### config.mk
export PLATFORM = sky130hd
export DESIGN_NAME = fb_rect_writer
export DESIGN_NICKNAME = d
export VERILOG_FILES = /design/src/rtl/fb_rect_writer.sv
export SDC_FILE = /design/constraint.sdc
export NUM_CORES = 1
export LEC_CHECK = 0
export ABC_CLOCK_PERIOD_IN_PS = 5300
export BUFFER_PORTS_ARGS = -buffer_cell sky130_fd_sc_hd__buf_4
export CAP_MARGIN = 20
export CORE_ASPECT_RATIO = 1.75
export CORE_MARGIN = 4
export CORE_UTILIZATION = 60
export CTS_CLUSTER_DIAMETER = 200
export CTS_CLUSTER_SIZE = 14
export DETAILED_ROUTE_END_ITERATION = 10
export MAX_ROUTING_LAYER = met4
export PLACE_DENSITY = 0.88
export SLEW_MARGIN = 10
export SYNTH_ARGS = -nofsm -noshare
export SYNTH_HDL_FRONTEND = slang
export SYNTH_SLANG_ARGS = --single-unit
### constraint.sdc
create_clock -name clock -period 5.3 [get_ports clock]
set_input_delay 0.53 -clock clock [delete_from_list [all_inputs] [get_ports clock]]
set_output_delay 0.53 -clock clock [all_outputs]
set_load 0.01 [all_outputs]
### src/rtl/fb_rect_writer.sv
// rtl/fb_rect_writer.sv - clipped rectangle fill streaming palette indices into the framebuffer
// Define FB_WRITER_BLANK_GATE_EN to add wr_allow, which stalls FILL while low.
module fb_rect_writer #(
  parameter int H_RES  = 640,
  parameter int V_RES  = 480,
  parameter int ADDR_W = 19,
  parameter int DATA_W = 8
) (
  input  logic              clock,
  input  logic              reset,
  input  logic              cmd_valid,
  output logic              cmd_ready,
  input  logic [9:0]        cmd_x0,
  input  logic [8:0]        cmd_y0,
  input  logic [9:0]        cmd_w,
  input  logic [8:0]        cmd_h,
  input  logic [DATA_W-1:0] cmd_color,
`ifdef FB_WRITER_BLANK_GATE_EN
  input  logic              wr_allow,
`endif
  output logic              fb_wren,
  output logic [ADDR_W-1:0] fb_addr,
  output logic [DATA_W-1:0] fb_data,
  output logic              busy,
  output logic              done,
  output logic              err
);

  typedef enum logic [1:0] {IDLE, SETUP, FILL, FINISH} stateT;

  stateT state, stateNext;

  logic [9:0]        x0Lat, wLat, wc, col;
  logic [8:0]        y0Lat, hLat, hc, row;
  logic [DATA_W-1:0] colorLat;
  logic [ADDR_W-1:0] rowBase, startAddr;
  logic [10:0]       xSpan;
  logic [9:0]        ySpan;
  logic [9:0]        wcCalc;
  logic [8:0]        hcCalc;
  logic              offScreen, emptyRect;
  logic              wrenReg, pixelStep, lastCol, lastRow;

  // Clip arithmetic only matters when the origin is on-screen; otherwise SETUP goes to FINISH.
  always_comb begin
    offScreen = (32'(x0Lat) >= 32'(H_RES)) || (32'(y0Lat) >= 32'(V_RES));
    emptyRect = (wLat == '0) || (hLat == '0);
    xSpan     = 11'(H_RES) - {1'b0, x0Lat};
    ySpan     = 10'(V_RES) - {1'b0, y0Lat};
    wcCalc    = ({1'b0, wLat} < xSpan) ? wLat : xSpan[9:0];
    hcCalc    = ({1'b0, hLat} < ySpan) ? hLat : ySpan[8:0];
    startAddr = ADDR_W'(y0Lat) * ADDR_W'(H_RES) + ADDR_W'(x0Lat);
  end

`ifdef FB_WRITER_BLANK_GATE_EN
  assign pixelStep = (state == FILL) && wr_allow;
  assign fb_wren   = wrenReg && wr_allow;
`else
  assign pixelStep = (state == FILL);
  assign fb_wren   = wrenReg;
`endif

  assign lastCol = (col == wc - 10'd1);
  assign lastRow = (row == hc - 9'd1);

  always_ff @(posedge clock or posedge reset) begin
    if (reset) state <= IDLE;
    else       state <= stateNext;
  end

  always_comb begin
    stateNext = state;
    case (state)
      IDLE:    if (cmd_valid && cmd_ready) stateNext = SETUP;
      SETUP:   stateNext = (offScreen || emptyRect) ? FINISH : FILL;
      FILL:    if (pixelStep && lastCol && lastRow) stateNext = FINISH;
      FINISH:  stateNext = IDLE;
      default: stateNext = IDLE;
    endcase
  end

  // Status outputs are registered from the next state so they line up with the state they describe.
  always_ff @(posedge clock or posedge reset) begin
    if (reset) begin
      cmd_ready <= 1'b1;
      busy      <= 1'b0;
      done      <= 1'b0;
      err       <= 1'b0;
      wrenReg   <= 1'b0;
      x0Lat     <= '0;
      y0Lat     <= '0;
      wLat      <= '0;
      hLat      <= '0;
      colorLat  <= '0;
      wc        <= '0;
      hc        <= '0;
      col       <= '0;
      row       <= '0;
      rowBase   <= '0;
      fb_addr   <= '0;
      fb_data   <= '0;
    end else begin
      cmd_ready <= (stateNext == IDLE);
      busy      <= (stateNext != IDLE);
      done      <= (stateNext == FINISH);
      err       <= (state == SETUP) && offScreen;
      wrenReg   <= (stateNext == FILL);

      if (state == IDLE && cmd_valid && cmd_ready) begin
        x0Lat    <= cmd_x0;
        y0Lat    <= cmd_y0;
        wLat     <= cmd_w;
        hLat     <= cmd_h;
        colorLat <= cmd_color;
      end

      if (state == SETUP) begin
        wc      <= wcCalc;
        hc      <= hcCalc;
        col     <= '0;
        row     <= '0;
        rowBase <= startAddr;
        fb_addr <= startAddr;
        fb_data <= colorLat;
      end

      // The final pixel leaves the address untouched so it never steps past the last line.
      if (pixelStep) begin
        if (lastCol) begin
          if (!lastRow) begin
            col     <= '0;
            row     <= row + 9'd1;
            rowBase <= rowBase + ADDR_W'(H_RES);
            fb_addr <= rowBase + ADDR_W'(H_RES);
          end
        end else begin
          col     <= col + 10'd1;
          fb_addr <= fb_addr + ADDR_W'(1);
        end
      end
    end
  end

endmodule
==> results.cfg <==
[critical_path]
worst_ep_required_time_ns = 5.65
setup.worst_path.start = wc[0]$_DFFE_PP0P_
regToRegStartpoint = wc[0]$_DFFE_PP0P_
cp_slowest_cell = nor2_2
critPathMaxStageDelay_ns = 0.75
critPathCaptureType = flip-flop
critical_path.max_fanout = 20
crit_arrival_ns = 4.30
worstSetupStartpointType = flip-flop
crit_end = rowBase[13]$_DFF_PP0_
rr_worst_depth = 11
path_class = reg -> reg
r2r-end = rowBase[13]$_DFF_PP0_
path_cells = inv_1, ha_1, or3b_1, nor3_1, xnor2_1, a2111oi_4, o221ai_2, nor2_2, buf_4, mux2i_1, o221a_1
rrSetupSlack_ns = 1.36

[route]
ant_nets = 0
post-route-drc-count = 0
drt_iter0_drc = 507
wirelength_um = 22300
avgViaCountPerCell = 6.42
wl_per_cell_um = 19.8
drt_first_pass_iters = 6
vias = 7245

[sta]
tightest_slew_ns = 1.07
finalCritPeriodShare_pct = 74.4
fmax_mhz = 254
period_minus_slack_ns = 3.94
setup_viol = 0
rsz0062_at_grt = false
finClkSkew_ns = 0.0110
slew_violations = 0
setup_tns_ns = 0
maxSlewHeadroom_pct = 28.4
hold_viol_final = 0

[power_and_ir_drop]
power_switching_uw = 3150
comb_power_share_pct = 52.7
internal_power_uw = 4000
vdd_ir_drop_max_uv = 473
p_per_area_mw_per_mm2 = 716
leakage_uw = 0.00447
p_sw_share_pct = 44.1
pwr-share-clk_pct = 17.7
power_frac_seq_pct = 29.6

[synthesis]
synth_fa_ha_area_share_pct = 7.01
ys.warnings.count = 0
synthArstFlopShare_pct = 100
synth_cell_type_count = 76
ys_ff_latch = 137
synth_edf_count = 0
synth_area_per_cell_sq_um = 9.93
synth_compound_gate_area_share_pct = 14.5
synth_top_family_by_area = simple AND/OR/NAND/NOR gates
synth_top_cell_area_share_pct = 39.5
ys_seq_area_share_pct = 39.8
synth_top_area_cell = dfrtp_1
synth_xor_area_share_pct = 7.63
synthCells = 867
synth-simple-area-share_pct = 15.8
synth_top_flop_cell = dfrtp_1
netlist_area_sq_mm = 0.00861
synth_fp_nets = 963
muxShareOfSynthArea_pct = 11.8
netlist_top_cells_area = dfrtp_1 (40%), mux2_2 (8.6%), ha_1 (6.5%)

[final_layout]
drive_gt1_share_pct = 22.7
stdcell_count = 1129
finalNetCount = 1035
n_antenna_cell = 0
synthToLayoutAreaGrowth_pct = 15.9

[place]
io_buffers = 80
hpwl_um = 15300
dpl.cell_count = 1096
globalplace.congestion = 0.926

[die]
ios = 81
placementRows = 57
die_x_um = 98.5
die_h_um = 166
fp.coreArea_sq_mm = 0.0140
die-area_sq_mm = 0.0164
initial_core_util_pct = 61.6

[flow_run]
drv_cap = 0

[global_routing]
grt_pass1_wl_um = 36100
grtUsageTotal_pct = 27.9
grt_pass1_vias = 7358
grt_start_max_net_pins = 80
antenna_found_initial = 0
grt-ovfl-total = 0

[clocking]
cts_tree = yes
htreeDepth = 4
ctsResizeCount = 0
ctsHoldBuffers = 0
clkSinkCount = 137
clk_latency_ns = 0.42
clk_path_buf_depth = 2
cts_setup_buffers = 0
numCtsBuffers = 17
root_buffer = clkbuf_16
clkTransAtPathRegs_ns = 0.06

[hold_path]
hp-class = in -> async

[run_status]
status = complete, no violations
-- cells by family (layout without fill, tap and decap cells) --
logic type | after synthesis | in the layout
DFF | 137 | 137
xor gates and xnor gates | 75 | 75
adders and majority gates | 47 | 47
AOI/OAI and AO/OA | 177 | 177
and+or+nand+nor | 270 | 270
muxes | 91 | 91
buffers and inverters | 70 | 155
-- cells in the final DEF (no fill, tap or decap), types with 5 or more instances in the layout --
master,instances
a21o_1,11
a21oi_1,42
a221o_1,9
a22oi_1,5
a31o_2,5
and2_1,9
and3_1,20
buf_4,86
clkbuf_16,17
dfrtp_1,136
ha_1,44
inv_1,34
inv_6,8
mux2_2,66
mux2i_1,20
nand2_1,68
nand3_1,31
nand4_1,12
nor2_1,62
nor2b_1,5
nor3_1,15
nor3b_1,6
nor4_1,8
o211ai_1,6
o21a_1,9
o21ai_0,13
o21ai_1,16
o221ai_1,9
o22ai_1,9
o31ai_1,5
or3_1,8
xnor2_1,41
xor2_1,34
-- synthesized netlist by cell type (all sizes together) (5+ instances only) --
cell and n:
dfrtp 136, mux2 71, nand2 70, nor2 65, ha 45, a21oi 42, xnor2 41, inv 35
xor2 34, nand3 33, o21ai 30, clkbuf 21, and3 20, mux2i 20, nor3 16, buf 13
nand4 12, a21o 11, o21a 10, o221ai 10, a221o 9, and2 9, nor4 9, o22ai 9
or3 8, a31o 7, nor3b 6, o211ai 6, a22oi 5, nor2b 5, o31ai 5
-- worst min-delay path by stage --
stage                                      start                     end  slack (ns)
after CTS                                  reset     wLat[1]$_DFFE_PP0P_        0.26
final                                      reset     wLat[2]$_DFFE_PP0P_        0.22
after global routing                       reset     wLat[2]$_DFFE_PP0P_        0.29
after detailed placement  rowBase[6]$_DFFE_PP0P_  rowBase[6]$_DFFE_PP0P_        0.49
after global placement    rowBase[6]$_DFFE_PP0P_  rowBase[6]$_DFFE_PP0P_        0.48
after floorplan           rowBase[0]$_DFFE_PP0P_    fb_addr[0]$_DFF_PP0_        0.45
-- state kept, by name, indices dropped and copies added, names as in the netlist, 9 cells and up --
| signal | cells |
|---|---|
| rowBase | 19 |
| row | 9 |
| y0Lat | 9 |
| wc | 10 |
| x0Lat | 10 |
| hLat | 9 |
| fb_addr | 19 |
| wLat | 10 |
| hc | 9 |
| col | 10 |
-- per-stage QoR --
stage,setup slack [ns],area (sq um),hold WS (ns),power [uW],util (%)
CTS,1.41,9970,0.256,7070,71.3
global route,1.14,9980,0.291,7580,71.4
floorplan,1.10,8610,0.452,4650,-
finish,1.36,9980,0.222,7150,71.4
detailed placement,1.47,9350,0.486,5690,66.9
global placement,1.57,9320,0.481,5530,66.7
-- power by group through the flow --
stage,logic (uW),clock network [uW],registers (uW)
global placement,3460,0,2070
CTS,3700,1270,2090
finish,3760,1270,2120
global route,4080,1320,2170
floorplan,2690,0,1960
detailed placement,3590,0,2100
-- routing by layer --
metal | share of wire, % | up-vias | GRT usage (%)
li1 | - | 3293 | -
met1 | 37 | 3486 | 32.4
met2 | 51 | 377 | 45.6
met3 | 6.7 | 89 | 3.81
met4 | 5.6 | 0 | 16.9
met5 | 0 | - | -
-- final cells by class --
class,count,area [sq um]
tap,177,221
clock inverter,14,185
sequential,137,3430
clock buffer,18,439
fill,996,4000
multi-input combinational,660,4890
inverter,36,140
timing repair buffer,87,673
-- worst max-delay path: cells and delay by family (launching register included) --
family          cells  cell delay [ns]
simple gates        3             1.39
mux                 1             0.22
buf+inv             2             0.48
flops               1             0.44
compound gates      3             0.96
xor+xnor            1             0.14
fa+ha+maj           1             0.25
(Power assumes the default switching activity.)
